[src/rtl/lcdco_bias_cal_ctrl.sv]
// Purpose : LC-DCO startup / amplitude calibration; steps the tail-current DAC until the detector reports in-window.
// Latency : outputs registered; bias_code moves one cycle after the CHECK decision, each code held SETTLE_CYC+1 cycles.
// Backpr. : none; start is a pulse honoured in IDLE/LOCKED/FAIL, abort (level) wins over start.
//
// Ports: clk, resetn (sync, active-low), start, abort, amp_lo/amp_hi (async detector flags),
//        bias_en, bias_code[CODE_W], busy, done, fail, step_cnt[6].
// Optional macro LCDCO_CAL_TRACK_EN: periodic re-check while LOCKED (every TRACK_PERIOD cycles).
module lcdco_bias_cal_ctrl #(
    parameter int CODE_W       = 6,
    parameter int CODE_INIT    = 32,
    parameter int SETTLE_CYC   = 64,
    parameter int MAX_STEPS    = 48,
    parameter int TRACK_PERIOD = 1024
) (
    input  logic              clk,
    input  logic              resetn,
    input  logic              start,
    input  logic              abort,
    input  logic              amp_lo,
    input  logic              amp_hi,
    output logic              bias_en,
    output logic [CODE_W-1:0] bias_code,
    output logic              busy,
    output logic              done,
    output logic              fail,
    output logic [5:0]        step_cnt
);
    localparam int TMR_W = (SETTLE_CYC > 2) ? $clog2(SETTLE_CYC) : 1;
    localparam logic [TMR_W-1:0]  TMR_LOAD   = TMR_W'(SETTLE_CYC - 1);
    localparam logic [CODE_W-1:0] CODE_MAX   = '1;
    localparam logic [CODE_W-1:0] CODE_START = CODE_W'(CODE_INIT);
    localparam logic [5:0]        STEP_LIMIT = 6'(MAX_STEPS);

    if (CODE_INIT >= (2 ** CODE_W) || SETTLE_CYC < 4 || TRACK_PERIOD < 1) begin : g_bad_param
        $error("lcdco_bias_cal_ctrl: illegal parameter set");
    end

    typedef enum logic [2:0] {S_IDLE, S_SETTLE, S_CHECK, S_LOCKED, S_FAIL} state_t;

    state_t            state;
    logic [TMR_W-1:0]  timer;
    logic              lo_s1, lo_s2, hi_s1, hi_s2;

    // Two-flop synchronizers for the asynchronous detector flags.
    always_ff @(posedge clk) begin
        if (!resetn) begin
            lo_s1 <= 1'b0;
            lo_s2 <= 1'b0;
            hi_s1 <= 1'b0;
            hi_s2 <= 1'b0;
        end else begin
            lo_s1 <= amp_lo;
            lo_s2 <= lo_s1;
            hi_s1 <= amp_hi;
            hi_s2 <= hi_s1;
        end
    end

    // Step direction: amp_lo dominates when both flags are set.
    logic              want_up, want_dn, at_limit;
    logic [CODE_W-1:0] code_step;
    always_comb begin
        want_up   = lo_s2;
        want_dn   = !lo_s2 && hi_s2;
        at_limit  = want_up ? (bias_code == CODE_MAX) : (bias_code == '0);
        code_step = want_up ? (bias_code + 1'b1) : (bias_code - 1'b1);
    end

`ifdef LCDCO_CAL_TRACK_EN
    localparam int TRK_W = (TRACK_PERIOD > 2) ? $clog2(TRACK_PERIOD) : 1;
    localparam logic [TRK_W-1:0] TRK_LOAD = TRK_W'(TRACK_PERIOD - 1);
    logic [TRK_W-1:0] track_cnt;
    logic             tracking;   // current SETTLE/CHECK pass was started by a tracking re-check
`else
    logic             tracking;
    assign tracking = 1'b0;
`endif

    always_ff @(posedge clk) begin
        if (!resetn) begin
            state     <= S_IDLE;
            timer     <= '0;
            bias_en   <= 1'b0;
            bias_code <= '0;
            busy      <= 1'b0;
            done      <= 1'b0;
            fail      <= 1'b0;
            step_cnt  <= '0;
`ifdef LCDCO_CAL_TRACK_EN
            track_cnt <= '0;
            tracking  <= 1'b0;
`endif
        end else if (abort) begin
            // step_cnt is kept so software can read how far the aborted run got.
            state     <= S_IDLE;
            timer     <= '0;
            bias_en   <= 1'b0;
            bias_code <= '0;
            busy      <= 1'b0;
            done      <= 1'b0;
            fail      <= 1'b0;
`ifdef LCDCO_CAL_TRACK_EN
            tracking  <= 1'b0;
`endif
        end else if (start && (state == S_IDLE || state == S_LOCKED || state == S_FAIL)) begin
            state     <= S_SETTLE;
            timer     <= TMR_LOAD;
            bias_en   <= 1'b1;
            bias_code <= CODE_START;
            busy      <= 1'b1;
            done      <= 1'b0;
            fail      <= 1'b0;
            step_cnt  <= '0;
`ifdef LCDCO_CAL_TRACK_EN
            tracking  <= 1'b0;
`endif
        end else begin
            case (state)
                S_SETTLE: begin
                    if (timer == '0) state <= S_CHECK;
                    else             timer <= timer - 1'b1;
                end
                S_CHECK: begin
                    if (!want_up && !want_dn) begin
                        state <= S_LOCKED;
                        done  <= 1'b1;
                        busy  <= 1'b0;
`ifdef LCDCO_CAL_TRACK_EN
                        track_cnt <= TRK_LOAD;
                        tracking  <= 1'b0;
`endif
                    end else if (at_limit) begin
                        state   <= S_FAIL;
                        fail    <= 1'b1;
                        done    <= 1'b0;
                        busy    <= 1'b0;
                        bias_en <= 1'b0;
                    end else if (tracking) begin
                        // Tracking passes do not consume the calibration step budget.
                        bias_code <= code_step;
                        timer     <= TMR_LOAD;
                        state     <= S_SETTLE;
                    end else if (step_cnt + 6'd1 == STEP_LIMIT) begin
                        // Budget exhausted: count the step but leave the code alone.
                        step_cnt <= step_cnt + 6'd1;
                        state    <= S_FAIL;
                        fail     <= 1'b1;
                        busy     <= 1'b0;
                        bias_en  <= 1'b0;
                    end else begin
                        step_cnt  <= step_cnt + 6'd1;
                        bias_code <= code_step;
                        timer     <= TMR_LOAD;
                        state     <= S_SETTLE;
                    end
                end
`ifdef LCDCO_CAL_TRACK_EN
                S_LOCKED: begin
                    if (track_cnt != '0) begin
                        track_cnt <= track_cnt - 1'b1;
                    end else if (!want_up && !want_dn) begin
                        track_cnt <= TRK_LOAD;
                    end else if (at_limit) begin
                        state   <= S_FAIL;
                        fail    <= 1'b1;
                        done    <= 1'b0;
                        bias_en <= 1'b0;
                    end else begin
                        bias_code <= code_step;
                        timer     <= TMR_LOAD;
                        tracking  <= 1'b1;
                        state     <= S_SETTLE;
                    end
                end
`endif
                default: ;
            endcase
        end
    end
endmodule

[config.mk]
export PLATFORM = sky130hd
export DESIGN_NAME = lcdco_bias_cal_ctrl
export DESIGN_NICKNAME = d
export VERILOG_FILES = /design/src/rtl/lcdco_bias_cal_ctrl.sv
export SDC_FILE = /design/constraint.sdc
export NUM_CORES = 1
export LEC_CHECK = 0
export CAP_MARGIN = 5
export CORE_MARGIN = 5
export CORE_UTILIZATION = 52
export DETAILED_ROUTE_END_ITERATION = 6
export GPL_ROUTABILITY_DRIVEN = 0
export GPL_TIMING_DRIVEN = 0
export PLACE_DENSITY = 0.82
export SYNTH_ARGS = -nofsm -noshare
export SYNTH_HDL_FRONTEND = slang
export SYNTH_SLANG_ARGS = --single-unit
[constraint.sdc]
create_clock -name clk -period 2.75 [get_ports clk]
set_clock_uncertainty 0.15 [all_clocks]
set_input_delay 0.275 -clock clk [delete_from_list [all_inputs] [get_ports clk]]
set_output_delay 0.275 -clock clk [all_outputs]
set_load 0.005 [all_outputs]
==> results of run 1 <==
worst max-delay path, cell delays in order (launching register included):
cell and delay, ns:
dfxtp_1 0.41, inv_1 0.17, ha_1 0.33, a211oi_1 0.33, o21bai_1 0.12, a21oi_1 0.18
xnor2_1 0.10, o31a_1 0.24, o21a_1 0.16
through the flow:
step	worst slack [ns]	instance area (µm²)	cells
after global routing	0.325	1880	234
final	0.454	1880	234
after floorplan	0.706	1560	174
after detailed placement	0.486	1810	226
after global placement	0.565	1810	226
after CTS	0.462	1880	234
layout make-up:
cell class | count | area share [%]
multi-input combinational | 138 | 50.7
sequential | 29 | 30.9
timing repair buffer | 21 | 11.2
clock buffer | 7 | 3.46
tap | 31 | 2.06
inverter | 5 | 0.999
buffer | 2 | 0.399
clock inverter | 1 | 0.266
worst paths after layout:
path          from      endpoint  slack, ns  depth (start not counted)
max          lo_s2  bias_code[5]       0.45                          8
min reg2reg  lo_s1         lo_s2       0.29                          1
max reg2reg  lo_s2  bias_code[5]       0.45                          8
min          lo_s1         lo_s2       0.29                          1
power groups by stage:
stage          combinational, mW  sequential (mW)  clock [mW]
5_1_grt                    0.107            0.444       0.326
3_3_place_gp              0.0893            0.450           0
2_1_floorplan             0.0649            0.449           0
6_report                  0.0952            0.442       0.289
3_5_place_dp              0.0945            0.451           0
4_1_cts                   0.0950            0.442       0.302
per-layer routing:
metal / up-vias / share of wire, % / global-route usage [%]
met3: 4 / 5.5 / 6.91
li1: 699 / - / -
met5: - / 0 / 0
met4: 0 / 1.1 / 9.50
met1: 668 / 44 / 22.5
met2: 41 / 49 / 28.7
synth_stat cells, types with 2 or more instances:
| cell type | n | area [µm²] |
|---|---|---|
| a311oi_1 | 3 | 26.3 |
| inv_1 | 5 | 18.8 |
| a21oi_1 | 14 | 70.1 |
| mux2i_1 | 2 | 20.0 |
| or2_1 | 2 | 12.5 |
| nand2b_1 | 4 | 25.0 |
| a211oi_1 | 4 | 30.0 |
| o21ai_0 | 9 | 45.0 |
| o22ai_1 | 2 | 12.5 |
| xnor2_1 | 4 | 35.0 |
| nor2_1 | 15 | 56.3 |
| nand2_1 | 13 | 48.8 |
| a31oi_1 | 2 | 12.5 |
| nor3_1 | 6 | 30.0 |
| and2_1 | 6 | 37.5 |
| clkbuf_1 | 2 | 7.51 |
| a21boi_1 | 3 | 22.5 |
| dfxtp_1 | 29 | 581 |
| o21a_1 | 9 | 67.6 |
| ha_1 | 7 | 87.6 |
| a21o_1 | 2 | 15.0 |
| nand3_1 | 3 | 15.0 |
layout by cell type (no fill, tap or decap), drive strengths merged, types with 2 or more instances in the layout:
cell and instances:
and2b 2, nor3 6, a211oi 4, or2 2, a21oi 14, xnor2 4, inv 5, clkbuf 9
ha 7, nand2b 4, a31oi 2, nand4 2, a21o 2, nor3b 2, and2 6, a311oi 3
a21boi 4, nor2 16, nand2 13, clkdlybuf4s50 21, and3b 2, nand3 4, o21ai 11, o21a 9
mux2i 2, dfxtp 29, o22ai 2
flip-flops by register name (all words and copies together) (netlist names):
register / flops
hi_s1: 1
lo_s1: 1
bias_code: 6
fail: 1
lo_s2: 1
state: 3
step_cnt: 6
hi_s2: 1
bias_en: 1
busy: 1
timer: 6
done: 1
cell families after synthesis:
family / count (synthesis) / synth area share (%)
AND/OR/NAND/NOR: 65 / 25.0
AO/OA/AOI/OAI: 59 / 25.7
flip-flops: 29 / 37.2
adder cells (fa/ha/maj): 8 / 6.90
buffers and inverters: 7 / 1.68
XOR/XNOR: 4 / 2.25
multiplexers: 2 / 1.28
==> flow_metrics.env, run 1 <==
export IMPL_cts_made_buffers=5
export IMPL_status="finished clean"
export IMPL_finish_utilization_pct=67.0
export IMPL_nets=216
export IMPL_max_freq_mhz=436
export IMPL_grt_pass1_vias=1408
export IMPL_path_class="register to register"
export IMPL_ir_drop_mv=0.267
export IMPL_htreeDepth=2
export IMPL_dr_total_vias=1412
export IMPL_hold_viol_final=0
export IMPL_synth_seq_area_share_pct=37.2
export IMPL_area_delta_synth_final_pct=20.4
export IMPL_clockBufferDepth=2
export IMPL_n_fill_cell=247
export IMPL_dieArea_mm2=0.00420
export IMPL_track_usage_pct=18.6
export IMPL_yosysWarnings=0
export IMPL_grt_pass1_wl_mm=6.09
export IMPL_cellInternalPower_mw=0.621
export IMPL_drt_pass1_iterations=4
export IMPL_clkPwrFrac_pct=35.0
export IMPL_vias_per_cell=6.03
export IMPL_critPathRequiredTime_ns=2.82
export IMPL_cts_resized=0
export IMPL_setup_viol=0
export IMPL_die_h_um=64.8
export IMPL_seq_area_um2=581
export IMPL_cp_max_fo=6
export IMPL_slew_violations=0
export IMPL_cts_tree="yes"
export IMPL_whs_ns=0.290
export IMPL_swShare_pct=24.8
export IMPL_route_detailed_drc=0
export IMPL_end_kind="register"
export IMPL_overflow=0
export IMPL_avgSynthCellArea_um2=8.97
export IMPL_ios=22
export IMPL_fp_dieW_um=64.8
export IMPL_n_antenna_cell=0
export IMPL_drive_above_1_share_pct=8.37
export IMPL_min_period_over_period_pct=83.5
export IMPL_core_mm2=0.00281
export IMPL_finalSetupTns_ns=0
export IMPL_multi_input_area_um2=953
export IMPL_post_drt_wl_per_cell_um=14.5
export IMPL_synth_seq_cells=29
export IMPL_worstMarginPinSlew_ns=0.766
export IMPL_p_seq_share_pct=53.5
export IMPL_syn_area_mm2=0.00156
export IMPL_cts_setup_buffers=0
export IMPL_drt_iter0_markers=71
export IMPL_drt_wl_total_mm=3.39
export IMPL_slew_headroom_pct=48.8
export IMPL_yosys_most_used_dff="dfxtp_1"
export IMPL_rows=19
export IMPL_clk_latency_ns=0.32
export IMPL_p_comb_share_pct=11.5
export IMPL_crit_arrival_ns=2.37
export IMPL_clock_sinks=29
export IMPL_ant_nets=0
export IMPL_p_sw_mw=0.205
export IMPL_total_power_mw=0.826
export IMPL_synthDistinctLibCells=50
export IMPL_clkTransAtPathRegs_ns=0.08
export IMPL_cts_hold_buffers_added=0
export IMPL_dp_final_hpwl_mm=2.55
export IMPL_synth_edff_count=0
export IMPL_port_buffers=21
export IMPL_synth_cells=174
export IMPL_grt_setup_unrepaired="no"
export IMPL_grt_max_degree=11
export IMPL_async_reset_ff_share_pct=0
export IMPL_initial_core_util_pct=55.6
export IMPL_cp_start_kind="register"
export IMPL_clockRootBuffer="clkbuf_4"
export IMPL_syn_nets=188
export IMPL_antenna_found_initial=0
export IMPL_powerDensity_mw_per_mm2=439
export IMPL_power_leakage_nw=0.670
export IMPL_min_path_type="register to register"
export IMPL_period_needed_ns=2.30
export IMPL_cap_violations=0
Note: power is estimated with default switching activity, not from simulation.
==> run 2: changes to the inputs <==
- clock period: 2.75 -> 2.16 ns (I/O delays scaled with it)
==> flow_metrics.env, run 2 (same netlist as run 1, synthesis figures left out) <==
export IMPL_status="finished clean"
export IMPL_ant_nets=0
export IMPL_setup_viol=0
export IMPL_track_usage_pct=19.0
export IMPL_max_freq_mhz=485
export IMPL_dp_final_hpwl_mm=2.55
export IMPL_ios=22
export IMPL_htreeDepth=2
export IMPL_total_power_mw=1.06
export IMPL_vias_per_cell=6.02
export IMPL_cts_tree="yes"
export IMPL_clockRootBuffer="clkbuf_4"
export IMPL_area_delta_synth_final_pct=22.9
export IMPL_n_antenna_cell=0
export IMPL_post_drt_wl_per_cell_um=14.9
export IMPL_cp_start_kind="register"
export IMPL_dieArea_mm2=0.00420
export IMPL_initial_core_util_pct=55.6
export IMPL_clockBufferDepth=2
export IMPL_grt_pass1_vias=1404
export IMPL_cap_violations=0
export IMPL_drt_iter0_markers=62
export IMPL_clk_latency_ns=0.33
export IMPL_final_cells=236
export IMPL_crit_cells=5
export IMPL_ir_drop_mv=0.342
export IMPL_min_path_type="register to register"
export IMPL_cts_made_buffers=5
export IMPL_critPathRequiredTime_ns=2.28
export IMPL_worstPathCellList="and3b_2, o21ai_4, nand2b_1, or4_1, a21boi_1"
export IMPL_reg2regPathDepth=5
export IMPL_die_h_um=64.8
export IMPL_min_period_over_period_pct=95.4
export IMPL_grt_max_degree=11
export IMPL_crit_slowest_cell="dfxtp_1"
export IMPL_end_kind="register"
export IMPL_cp_max_fo=9
export IMPL_drt_pass1_iterations=4
export IMPL_clkTransAtPathRegs_ns=0.09
export IMPL_fp_dieW_um=64.8
export IMPL_clock_sinks=29
export IMPL_route_detailed_drc=0
export IMPL_dr_total_vias=1420
export IMPL_dp_cells=226
export IMPL_crit_arrival_ns=2.18
export IMPL_critPathMaxStageDelay_ns=0.46
export IMPL_nets=218
export IMPL_powerDensity_mw_per_mm2=552
export IMPL_drive_above_1_share_pct=12.2
export IMPL_mostFrequentLayoutCell="dfxtp_1"
export IMPL_core_mm2=0.00281
export IMPL_cts_hold_buffers_added=0
export IMPL_worstMarginPinSlew_ns=0.503
export IMPL_power_leakage_nw=0.687
export IMPL_reg_largest_list="bias_code x6, step_cnt x6, timer x6"
export IMPL_path_class="register to register"
export IMPL_rows=19
export IMPL_slew_headroom_pct=66.5
export IMPL_drt_wl_total_mm=3.51
export IMPL_slew_violations=0
export IMPL_period_needed_ns=2.06
export IMPL_port_buffers=21
export IMPL_overflow=0
export IMPL_cp_num_buf_inv=0
export IMPL_hold_viol_final=0
export IMPL_finalSetupTns_ns=0
export IMPL_grt_pass1_wl_mm=6.22
export IMPL_finish_utilization_pct=68.4
export IMPL_whs_path_depth=1
export IMPL_layout_common_cells="dfxtp_1, clkdlybuf4s50_1, nor2_1"
export IMPL_antenna_found_initial=0
export IMPL_cp_top_family="simple AND/OR/NAND/NOR gates"
==> run 2: worst paths after layout <==
kind	start	end	slack (ns)
worst min-delay path	lo_s1	lo_s2	0.29
worst min register to register	lo_s1	lo_s2	0.29
worst max-delay path	state[2]	step_cnt[4]	0.1
worst max register to register	state[2]	step_cnt[4]	0.1
==> run 2: layout make-up <==
type                            instances  area, µm²
Multi-Input combinational cell        138        975
Fill cell                             239        887
Sequential cell                        29        583
Timing Repair Buffer                   23        225
Clock buffer                            7       65.1
Tap cell                               31       38.8
Inverter                                5       18.8
Buffer                                  2       7.51
Clock inverter                          1       5.00
==> run 2: per-layer routing <==
layer,part of all wire (%),track usage [%],wire (µm),vias up
met4,1.6,9.23,55,0
met5,0,0,0,-
met3,6.7,6.91,234,6
li1,-,-,-,701
met1,44,22.9,1560,666
met2,47,29.8,1660,47
==> run 2: power breakdown <==
group / total [mW] / internal, mW / switching [mW] / leakage [nW]
clock: 0.373 / 0.188 / 0.184 / 0.0413
sequential: 0.563 / 0.549 / 0.0136 / 0.237
combinational: 0.123 / 0.0547 / 0.0685 / 0.408
==> run 2: worst register-to-register path: cells and delay by family, from the launching register on <==
kind	cells	cell delay [ns]
AND/OR/NAND/NOR	3	0.92
AO/OA/AOI/OAI	2	0.46
flip-flops	1	0.46
==> run 2: repair_timing <==
item,4_1_cts,5_1_grt
buffers inserted,0,2
pin swaps,0,2
gates resized for setup,4,4
endpoints found under the setup margin,4,4
==> run 2: stage by stage <==
step	hold WS, ns	area, µm²	setup WS [ns]
finish	0.290	1920	0.0999
global route	0.308	1920	-0.00689
CTS	0.297	1890	0.00636
detailed placement	0.276	1810	-0.104
global placement	0.265	1810	-0.0250
floorplan	0.193	1560	0.116
==> run 3: changes to the inputs <==
- ABC_CLOCK_PERIOD_IN_PS: unset -> 2160
==> results of run 3 <==
The final DEF is identical to that of run 2; final timing and power are the same.
